`src/rtl/agex_stage_pkg.sv`:
```
// Shared AGEX-stage types: decode and AGEX latch layouts, op_I codes, multiplier FSM encodings.
package agex_stage_pkg;

  localparam int unsigned DATA_W = 32;

  typedef enum logic [5:0] {
    INVALID_I = 6'd0,
    ADD_I, SUB_I, AND_I, OR_I, XOR_I, ADDI_I, ANDI_I, ORI_I, XORI_I,
    SLT_I, SLTU_I, SLTI_I, SLTIU_I,
    SLL_I, SRL_I, SRA_I, SLLI_I, SRLI_I, SRAI_I,
    LUI_I, AUIPC_I, JAL_I, JALR_I, LW_I, SW_I, CSRR_I, CSRW_I,
    BEQ_I, BNE_I, BLT_I, BGE_I, BLTU_I, BGEU_I,
    MUL_I
  } op_e;

  typedef struct packed {
    logic              valid;
    logic [31:0]       inst;
    logic [DATA_W-1:0] PC;
    logic [DATA_W-1:0] pcplus;
    op_e               op_I;
    logic [31:0]       inst_count;
    logic [DATA_W-1:0] rs1_val;
    logic [DATA_W-1:0] rs2_val;
    logic [DATA_W-1:0] sxt_imm;
    logic              is_br;
    logic              wr_reg;
    logic [4:0]        rd;
  } de_latch_t;

  typedef struct packed {
    logic              valid;
    logic [31:0]       inst;
    logic [DATA_W-1:0] PC;
    op_e               op_I;
    logic [31:0]       inst_count;
    logic [DATA_W-1:0] result;
    logic [DATA_W-1:0] st_data;
    logic              wr_reg;
    logic [4:0]        rd;
  } agex_latch_t;

  localparam int unsigned DE_latch_WIDTH        = $bits(de_latch_t);
  localparam int unsigned AGEX_latch_WIDTH      = $bits(agex_latch_t);
  localparam int unsigned from_AGEX_to_DE_WIDTH = 2;
  localparam int unsigned from_AGEX_to_FE_WIDTH = 1 + DATA_W;

  localparam logic [1:0] MUL_IDLE = 2'd0;
  localparam logic [1:0] MUL_RUN  = 2'd1;
  localparam logic [1:0] MUL_DONE = 2'd2;

endpackage

```
`src/rtl/agex_stage_if.sv`:
```
// Decode-to-AGEX bus: decode latch in, mispredict/busy feedback and AGEX latch out.
interface agex_stage_if;
  import agex_stage_pkg::*;

  de_latch_t                        from_DE_latch;
  logic [from_AGEX_to_DE_WIDTH-1:0] from_AGEX_to_DE;
  logic [from_AGEX_to_FE_WIDTH-1:0] from_AGEX_to_FE;
  agex_latch_t                      AGEX_latch_out;

  modport master (
    output from_DE_latch,
    input  from_AGEX_to_DE,
    input  from_AGEX_to_FE,
    input  AGEX_latch_out
  );

  modport slave (
    input  from_DE_latch,
    output from_AGEX_to_DE,
    output from_AGEX_to_FE,
    output AGEX_latch_out
  );
endinterface

```
`src/rtl/agex_stage_iter_mul.sv`:
```
// iter_mul: shift-add multiplier, one partial product per cycle, low DBITS bits of the product.
module iter_mul
  import agex_stage_pkg::*;
#(
  parameter int unsigned DBITS     = 32,
  parameter int unsigned MUL_STEPS = 32
) (
  input  logic             clk,
  input  logic             reset,
  input  logic             start,
  input  logic [DBITS-1:0] a,
  input  logic [DBITS-1:0] b,
  output logic             busy,
  output logic             done,
  output logic [DBITS-1:0] p
);

  localparam int unsigned    CNT_W = (MUL_STEPS > 1) ? $clog2(MUL_STEPS) : 1;
  localparam logic [CNT_W-1:0] LAST = CNT_W'(MUL_STEPS - 1);

  logic [1:0]       state_q, state_d;
  logic [CNT_W-1:0] cnt_q, cnt_d;
  logic [DBITS-1:0] acc_q, acc_d;
  logic [DBITS-1:0] mcand_q, mcand_d;
  logic [DBITS-1:0] mplier_q, mplier_d;

  always_comb begin
    state_d  = state_q;
    cnt_d    = cnt_q;
    acc_d    = acc_q;
    mcand_d  = mcand_q;
    mplier_d = mplier_q;
    case (state_q)
      MUL_IDLE: begin
        if (start) begin
          state_d  = MUL_RUN;
          cnt_d    = '0;
          acc_d    = '0;
          mcand_d  = a;
          mplier_d = b;
        end
      end
      MUL_RUN: begin
        if (mplier_q[0]) acc_d = acc_q + mcand_q;
        mcand_d  = mcand_q << 1;
        mplier_d = mplier_q >> 1;
        cnt_d    = cnt_q + CNT_W'(1);
        if (cnt_q == LAST) state_d = MUL_DONE;
      end
      MUL_DONE: state_d = MUL_IDLE;
      default:  state_d = MUL_IDLE;
    endcase
  end

  always_ff @(posedge clk) begin
    if (reset) begin
      state_q  <= MUL_IDLE;
      cnt_q    <= '0;
      acc_q    <= '0;
      mcand_q  <= '0;
      mplier_q <= '0;
    end else begin
      state_q  <= state_d;
      cnt_q    <= cnt_d;
      acc_q    <= acc_d;
      mcand_q  <= mcand_d;
      mplier_q <= mplier_d;
    end
  end

  // Busy already in the start cycle so decode holds the MUL from its first cycle on.
  assign busy = ((state_q == MUL_IDLE) && start) || (state_q == MUL_RUN);
  assign done = (state_q == MUL_DONE);
  assign p    = acc_q;

endmodule

```
`src/rtl/agex_stage.sv`:
```
// agex_stage: RV32 execute/address-generation stage with control-flow resolution.
// Define AGEX_ITER_MUL_EN to run MUL on the iterative multiplier with decode back-pressure.
module agex_stage
  import agex_stage_pkg::*;
#(
  parameter int unsigned DBITS     = DATA_W,
  parameter int unsigned MUL_STEPS = 32
) (
  input logic         clk,
  input logic         reset,
  agex_stage_if.slave agex_bus
);

  de_latch_t        de;
  agex_latch_t      agex_d, agex_q;
  logic [DBITS-1:0] rs1, rs2, imm;
  logic [DBITS-1:0] result, mul_p, jalr_sum, br_target, fe_target;
  logic             cond, br_mispred, busy, mul_ready;

  assign de  = agex_bus.from_DE_latch;
  assign rs1 = de.rs1_val;
  assign rs2 = de.rs2_val;
  assign imm = de.sxt_imm;

  always_comb begin
    result = '0;
    case (de.op_I)
      ADD_I:          result = rs1 + rs2;
      ADDI_I:         result = rs1 + imm;
      SUB_I:          result = rs1 - rs2;
      AND_I:          result = rs1 & rs2;
      ANDI_I:         result = rs1 & imm;
      OR_I:           result = rs1 | rs2;
      ORI_I:          result = rs1 | imm;
      XOR_I:          result = rs1 ^ rs2;
      XORI_I:         result = rs1 ^ imm;
      SLT_I:          result = DBITS'($signed(rs1) < $signed(rs2));
      SLTI_I:         result = DBITS'($signed(rs1) < $signed(imm));
      SLTU_I:         result = DBITS'(rs1 < rs2);
      SLTIU_I:        result = DBITS'(rs1 < imm);
      SLL_I:          result = rs1 << rs2[4:0];
      SLLI_I:         result = rs1 << imm[4:0];
      SRL_I:          result = rs1 >> rs2[4:0];
      SRLI_I:         result = rs1 >> imm[4:0];
      SRA_I:          result = $signed(rs1) >>> rs2[4:0];
      SRAI_I:         result = $signed(rs1) >>> imm[4:0];
      LUI_I:          result = imm;
      AUIPC_I:        result = de.PC + imm;
      JAL_I, JALR_I:  result = de.pcplus;
      LW_I, SW_I:     result = rs1 + imm;
      CSRR_I, CSRW_I: result = rs1;
      MUL_I:          result = mul_p;
      default:        result = '0;
    endcase
  end

  always_comb begin
    cond = 1'b0;
    case (de.op_I)
      BEQ_I:   cond = (rs1 == rs2);
      BNE_I:   cond = (rs1 != rs2);
      BLT_I:   cond = ($signed(rs1) < $signed(rs2));
      BGE_I:   cond = ($signed(rs1) >= $signed(rs2));
      BLTU_I:  cond = (rs1 < rs2);
      BGEU_I:  cond = (rs1 >= rs2);
      default: cond = 1'b0;
    endcase
  end

  // Fetch always predicts pcplus, so any taken branch or jump is a mispredict.
  assign jalr_sum   = rs1 + imm;
  assign br_target  = (de.op_I == JALR_I) ? {jalr_sum[DBITS-1:1], 1'b0} : de.PC + imm;
  assign br_mispred = de.valid &&
                      ((de.is_br && cond) || (de.op_I == JAL_I) || (de.op_I == JALR_I));
  assign fe_target  = br_mispred ? br_target : {DBITS{1'b0}};

`ifdef AGEX_ITER_MUL_EN
  logic mul_start, mul_done;

  assign mul_start = de.valid && (de.op_I == MUL_I);
  assign mul_ready = (de.op_I != MUL_I) || mul_done;

  iter_mul #(
    .DBITS    (DBITS),
    .MUL_STEPS(MUL_STEPS)
  ) u_iter_mul (
    .clk  (clk),
    .reset(reset),
    .start(mul_start),
    .a    (rs1),
    .b    (rs2),
    .busy (busy),
    .done (mul_done),
    .p    (mul_p)
  );
`else
  logic unused_mul_steps;

  assign unused_mul_steps = ^MUL_STEPS;
  assign mul_p            = rs1 * rs2;
  assign busy             = 1'b0;
  assign mul_ready        = 1'b1;
`endif

  // Invalid input and every busy cycle load an all-zero bubble.
  always_comb begin
    agex_d = '0;
    if (de.valid && !busy && mul_ready) begin
      agex_d.valid      = 1'b1;
      agex_d.inst       = de.inst;
      agex_d.PC         = de.PC;
      agex_d.op_I       = de.op_I;
      agex_d.inst_count = de.inst_count;
      agex_d.result     = result;
      agex_d.st_data    = rs2;
      agex_d.wr_reg     = de.wr_reg;
      agex_d.rd         = de.rd;
    end
  end

  always_ff @(posedge clk) begin
    if (reset) agex_q <= '0;
    else       agex_q <= agex_d;
  end

  assign agex_bus.from_AGEX_to_DE = {br_mispred, busy};
  assign agex_bus.from_AGEX_to_FE = {br_mispred, fe_target};
  assign agex_bus.AGEX_latch_out  = agex_q;

endmodule

```
`src/flat_wrapper.sv`:
```
// flat-port wrapper written by rule: the top's interface ports become plain ports
module agex_stage_flat import agex_stage_pkg::*;
#(
  parameter int unsigned DBITS     = DATA_W,
  parameter int unsigned MUL_STEPS = 32
)
  (clk, reset, agex_bus_from_DE_latch, agex_bus_from_AGEX_to_DE, agex_bus_from_AGEX_to_FE, agex_bus_AGEX_latch_out);
  agex_stage_if agex_bus_i ();
  input logic clk;
  input logic reset;
  input wire logic [$bits(agex_bus_i.from_DE_latch)-1:0] agex_bus_from_DE_latch;
  output wire logic [$bits(agex_bus_i.from_AGEX_to_DE)-1:0] agex_bus_from_AGEX_to_DE;
  output wire logic [$bits(agex_bus_i.from_AGEX_to_FE)-1:0] agex_bus_from_AGEX_to_FE;
  output wire logic [$bits(agex_bus_i.AGEX_latch_out)-1:0] agex_bus_AGEX_latch_out;
  assign agex_bus_i.from_DE_latch = agex_bus_from_DE_latch;
  assign agex_bus_from_AGEX_to_DE = agex_bus_i.from_AGEX_to_DE;
  assign agex_bus_from_AGEX_to_FE = agex_bus_i.from_AGEX_to_FE;
  assign agex_bus_AGEX_latch_out = agex_bus_i.AGEX_latch_out;
  agex_stage #(.DBITS(DBITS), .MUL_STEPS(MUL_STEPS)) u_core (.clk(clk), .reset(reset), .agex_bus(agex_bus_i));
endmodule
```
`config.mk`:
```
export PLATFORM = sky130hd
export DESIGN_NAME = agex_stage_flat
export DESIGN_NICKNAME = d
export VERILOG_FILES = /design/src/rtl/agex_stage_pkg.sv /design/src/rtl/agex_stage_if.sv /design/src/rtl/agex_stage_iter_mul.sv /design/src/rtl/agex_stage.sv /design/src/flat_wrapper.sv
export SDC_FILE = /design/constraint.sdc
export NUM_CORES = 2
export LEC_CHECK = 0
export ABC_AREA = 1
export CORE_ASPECT_RATIO = 1.4
export CORE_MARGIN = 10
export CORE_UTILIZATION = 45
export CTS_CLUSTER_DIAMETER = 100
export DETAILED_ROUTE_END_ITERATION = 10
export GPL_TIMING_DRIVEN = 0
export PLACE_DENSITY = 0.69
export SETUP_SLACK_MARGIN = 0.3
export SYNTH_ARGS = -nofsm -noshare
export SYNTH_HDL_FRONTEND = slang
export SYNTH_SLANG_ARGS = --single-unit
export TNS_END_PERCENT = 20
```
`constraint.sdc`:
```
create_clock -name clk -period 9.7 [get_ports clk]
set_input_delay 1.455 -clock clk [delete_from_list [all_inputs] [get_ports clk]]
set_output_delay 1.455 -clock clk [all_outputs]
set_load 0.05 [all_outputs]
```
**Word level (Yosys, flattened, before mapping)**

Cells that the tools add are included.

- Multipliers: 1
- Multiplexer cells: 5
- Magnitude comparators: 6
- Shift operators: 6
- Equal/unequal tests: 36
- Reductions and logical operators: 8
- Add/sub/neg operators: 4
- Bitwise gates (word level): 7

Operators by type and width:

| cell | number |
|---|---|
| $pmux 32 s24 | 1 |
| $mux 173 | 1 |
| $lt 32x32->1 | 4 |
| $add 32x32->32 | 3 |
| $eq 6x5->1 const B | 16 |
| $and 32x32->32 | 2 |
| $ge 32x32->1 | 2 |
| $mux 32 | 2 |
| $or 32x32->32 | 2 |
| $shl 32x5->32 | 2 |
| $shr 32x5->32 | 2 |
| $sshr 32x5->32 | 2 |
| $xor 32x32->32 | 2 |
| $eq 6x4->1 const B | 8 |
| $eq 32x32->1 | 1 |
| $mul 32x32->32 | 1 |
| $ne 32x32->1 | 1 |
| $sub 32x32->32 | 1 |
| $eq 6x3->1 const B | 4 |
| $eq 6x6->1 const B | 3 |
| $eq 6x2->1 const B | 2 |
| $eq 6x1->1 const B | 1 |
| $pmux 1 s6 | 1 |
| $reduce_or 2->1 | 3 |
| other kinds (4) | 6 |

- Output and inout bits: 208
- Input bits: 240
- Register bits: 173

**Depth between registers and ports, before layout**

- Word-level depth: 7
- Gate-level depth with buffers: 36
- Gate-level depth less buffers: 34

**Worst setup path after synthesis**

No wires, ideal clock.

- Path kind: input-to-reg
- Start: input agex_bus_from_DE_latch[83]
- End: register u_core.agex_q, in the netlist u_core.agex_bus.AGEX_latch_out[65]
- Stages: 31
- Arrival time: 7.860 ns
- Required time: 9.591 ns
- Path buffers: 3
- Library setup time: 0.109 ns
- Path slack: 1.731 ns
- Cell sequence: clkbuf_1 clkbuf_1 clkbuf_1 nand2_1 inv_1 fa_1 fa_1 fa_1 inv_1 fa_1 inv_1 fa_1 inv_1 fa_1 inv_1 fa_1 fa_1 ha_1 nand2_1 inv_1 nand2_1 nor3_1 nand3_1 nand3_1 a21o_1 xnor2_1 nor2_1 nor2_1 nand3_1 nand2_1 inv_1

- Cells in the longest elaborated chain, start to end: 2
- Elaborated cells between the ends (all ways): 11
- Classes of those cells: 3 x add/sub; 1 x mul; 6 x shift; 1 x mux

RTL lines:

| element | RTL line | text |
|---|---|---|
| from (decl) | flat_wrapper.sv:11 | `input wire logic [$bits(agex_bus_i.from_DE_latch)-1:0] agex_bus_from_DE_latch;` |
| $mul 32x32->32, or another cell as far along | agex_stage.sv:100 | `assign mul_p = rs1 * rs2;` |
| $pmux 32 s24 (*) | agex_stage.sv:27 | `case (de.op_I)` |
| to (signal assigned) | agex_stage.sv:123 | `else agex_q <= agex_d;` |
| to (decl) | agex_stage.sv:15 | `agex_latch_t agex_d, agex_q;` |

Every way passes the cells marked *; elsewhere a longest branch is shown, timed or not.
A chain may end at the register's enable or synchronous reset.

**Final worst setup path**

- Start: input agex_bus_from_DE_latch[77]
- End: register u_core.agex_q, in the netlist u_core.agex_bus.AGEX_latch_out[62]

The elaborated chain is that of the path after synthesis.

==> results_dict.tcl <==
set metrics [dict create \
    drive_above_1_share_pct 5.82 \
    fin_hold_ws_ps 1300 \
    die_area_sq_mm 0.103 \
    grt_pass1_vias 51100 \
    p_per_area_mw_per_mm2 471 \
    syn-cell-area_sq_mm 0.0408 \
    ioPinCount 448 \
    critPathMaxStageDelay_ps 690 \
    syn_nets 7619 \
    route.antenna.remaining_nets 0 \
    syn-mean-instance-area_sq_um 6.11 \
    grt_setup_unrepaired "true" \
    finalHoldViolations 0 \
    async_reset_ff_share_pct 0 \
    die_h_microns 376 \
    cp.arrival_ps 10040 \
    row_count 130 \
    vias_per_cell 6.18 \
    period_needed_ps 9730 \
    cap_violations 6 \
    start_util_pct 45.4 \
    crit_path_max_fanout 10 \
    ys.flop_type "dfxtp_1" \
    synth_cell_type_count 63 \
    yosysSeqAreaShare_pct 8.48 \
    dpl.hpwl_microns 221000 \
    clk_path_buf_depth 2 \
    irDropWorstVdd_v 0.00148 \
    ys_ff_latch 173 \
    coreArea_sq_mm 0.0899 \
    required_ps 10010 \
    root_buffer "clkbuf_16" \
    largest_reg_flops 173 \
    vias 51800 \
    timing.slew.headroom_pct -32.2 \
    finalWeightedCongestion 1.19 \
    wl_microns 274000 \
    worst_pin_slew_ps 1960 \
    hp-class "in -> reg" \
    maxSlewViolCount 31 \
    final_cell_mix "1824 x nand2_1, 1277 x inv_1, 619 x nand3_1" \
    die_w_microns 275 \
    synth_edf_count 0 \
    gr-total-overflow 0 \
    startpoint_type "primary input" \
    clk_pin_slew_ps 80 \
    final.period_utilization_pct 100 \
    crit_slowest_cell "fa_1" \
    syn_inst 6687 \
    timing.final.ws_setup_ps -30.4 \
    first_pass_iters 11 \
    htreeDepth 4 \
    crit_type "in -> reg" \
    cts_buffers 17 \
    detail_route.wl_per_cell_microns 32.7 \
    finalSetupViolCount 1 \
    fin_util_pct 53.6 \
    ys_warn_count 0 \
    finalNetCount 8085 \
    clock_sinks 173 \
    final_common_cell "nand2_1" \
    drt_iter0_drc 6558 \
    io_buffers 445 \
    track_usage_pct 52.0 \
    cts_tree "done" \
    antenna_found_initial 40 \
    cellLeakagePower_nw 26.1 \
    worstSetupEndpointType "register" \
    critPathMostFrequentCell "fa_1" \
    status "complete, but fails checks" \
    fmax_ghz 0.103 \
    grt_max_degree 22 \
    violations "DRC, capacitance limit, slew limit, setup timing" \
    drc 3 \
    area_growth_pct 18.0 \
    grt_pass1_wl_microns 377000 \
]
stage by stage:
stage                     cell area [sq um]  worst slack, ps  power [mW]  setup TNS (ps)  instances
after floorplan                       40800             1730        11.6               0       6687
after global placement                46800            -2280        18.4          -36320       8320
after detailed placement              46800            -2310        18.6          -37120       8320
after CTS                             47800              218        19.8               0       8352
after global routing                  48100              164        23.9               0       8364
final                                 48200            -30.4        22.7           -30.4       8388
critical path, delay by kind of cell:
kind                       cells  cell delay, ps
and+or+nand+nor                7            1760
adders and majority gates      9            4490
AOI/OAI and AO/OA              4             770
buffers and inverters          6            1500
power breakdown:
part,switching [mW],internal [mW]
logic,13.9,7.34
clock network,0.408,0.355
registers,0.0116,0.744
area by class of cell:
type / instances / area, sq um
tap: 1188 / 1490
antenna: 34 / 85.1
fill: 9085 / 41800
sequential: 173 / 3460
inverter: 1294 / 4860
clock inverter: 15 / 209
timing repair buffer: 447 / 4440
multi-input combinational: 4915 / 31300
buffer: 305 / 1940
clock buffer: 17 / 425
repair_timing:
item                                    in CTS  in global routing
endpoints found under the setup margin      23                 17
gates resized for setup                    290                202
setup buffers                                0                  0
hold buffers                                 0                  0
pin swaps                                    2                  7
per-layer routing:
layer  global-route usage [%]  routed length [microns]
met5                    0.335                      174
met4                     57.8                    38900
met3                     19.7                    35600
met2                     78.0                   116000
met1                     52.3                    83800
final timing paths:
path | from | cells past startpoint | end | slack, ps
max | agex_bus_from_DE_latch[77] | 26 | u_core.agex_bus.AGEX_latch_out[62]$_SDFF_PP0_ | -30
min | agex_bus_from_DE_latch[137] | 3 | u_core.agex_bus.AGEX_latch_out[104]$_SDFF_PP0_ | 1300
kinds of logic after synthesis:
group | share of synthesized area (%)
other | 0.00918
xor gates and xnor gates | 1.63
and+or+nand+nor | 33.6
buffers and inverters | 15.4
DFF | 8.48
muxes | 0.147
adders and majority gates | 28.8
AOI/OAI and AO/OA | 12.0
synth_stat cells (4+ instances only):
library cell | instances | share of area (%)
nand2_1 | 1827 | 17
inv_1 | 1277 | 12
nand3_1 | 622 | 7.6
nor2_1 | 616 | 5.7
fa_1 | 412 | 20
o21ai_0 | 308 | 3.8
a21oi_1 | 287 | 3.5
ha_1 | 280 | 8.6
dfxtp_1 | 173 | 8.5
clkbuf_1 | 166 | 1.5
nand4_1 | 74 | 1.1
buf_2 | 59 | 0.72
o211ai_1 | 54 | 0.99
xor2_1 | 49 | 1.1
nor3_1 | 45 | 0.55
buf_1 | 42 | 0.39
o21ai_1 | 42 | 0.51
or2_2 | 29 | 0.44
o21bai_1 | 28 | 0.51
xnor2_1 | 27 | 0.58
nand3b_1 | 21 | 0.39
a21o_1 | 19 | 0.35
a31oi_1 | 18 | 0.28
buf_4 | 18 | 0.33
inv_2 | 16 | 0.15
buf_6 | 15 | 0.41
o21a_1 | 14 | 0.26
o2111ai_1 | 13 | 0.28
a21boi_0 | 11 | 0.20
nand2_2 | 11 | 0.17
o21ai_2 | 10 | 0.21
nor2_2 | 9 | 0.14
nor4_1 | 7 | 0.11
o21ai_4 | 7 | 0.28
o221ai_1 | 7 | 0.15
a211oi_1 | 6 | 0.11
a221oi_1 | 6 | 0.13
mux2i_1 | 6 | 0.15
or2_1 | 6 | 0.092
o221a_2 | 5 | 0.14
a22oi_1 | 4 | 0.074
clkbuf_2 | 4 | 0.049
nor3b_1 | 4 | 0.074
(Power assumes the default switching activity.)
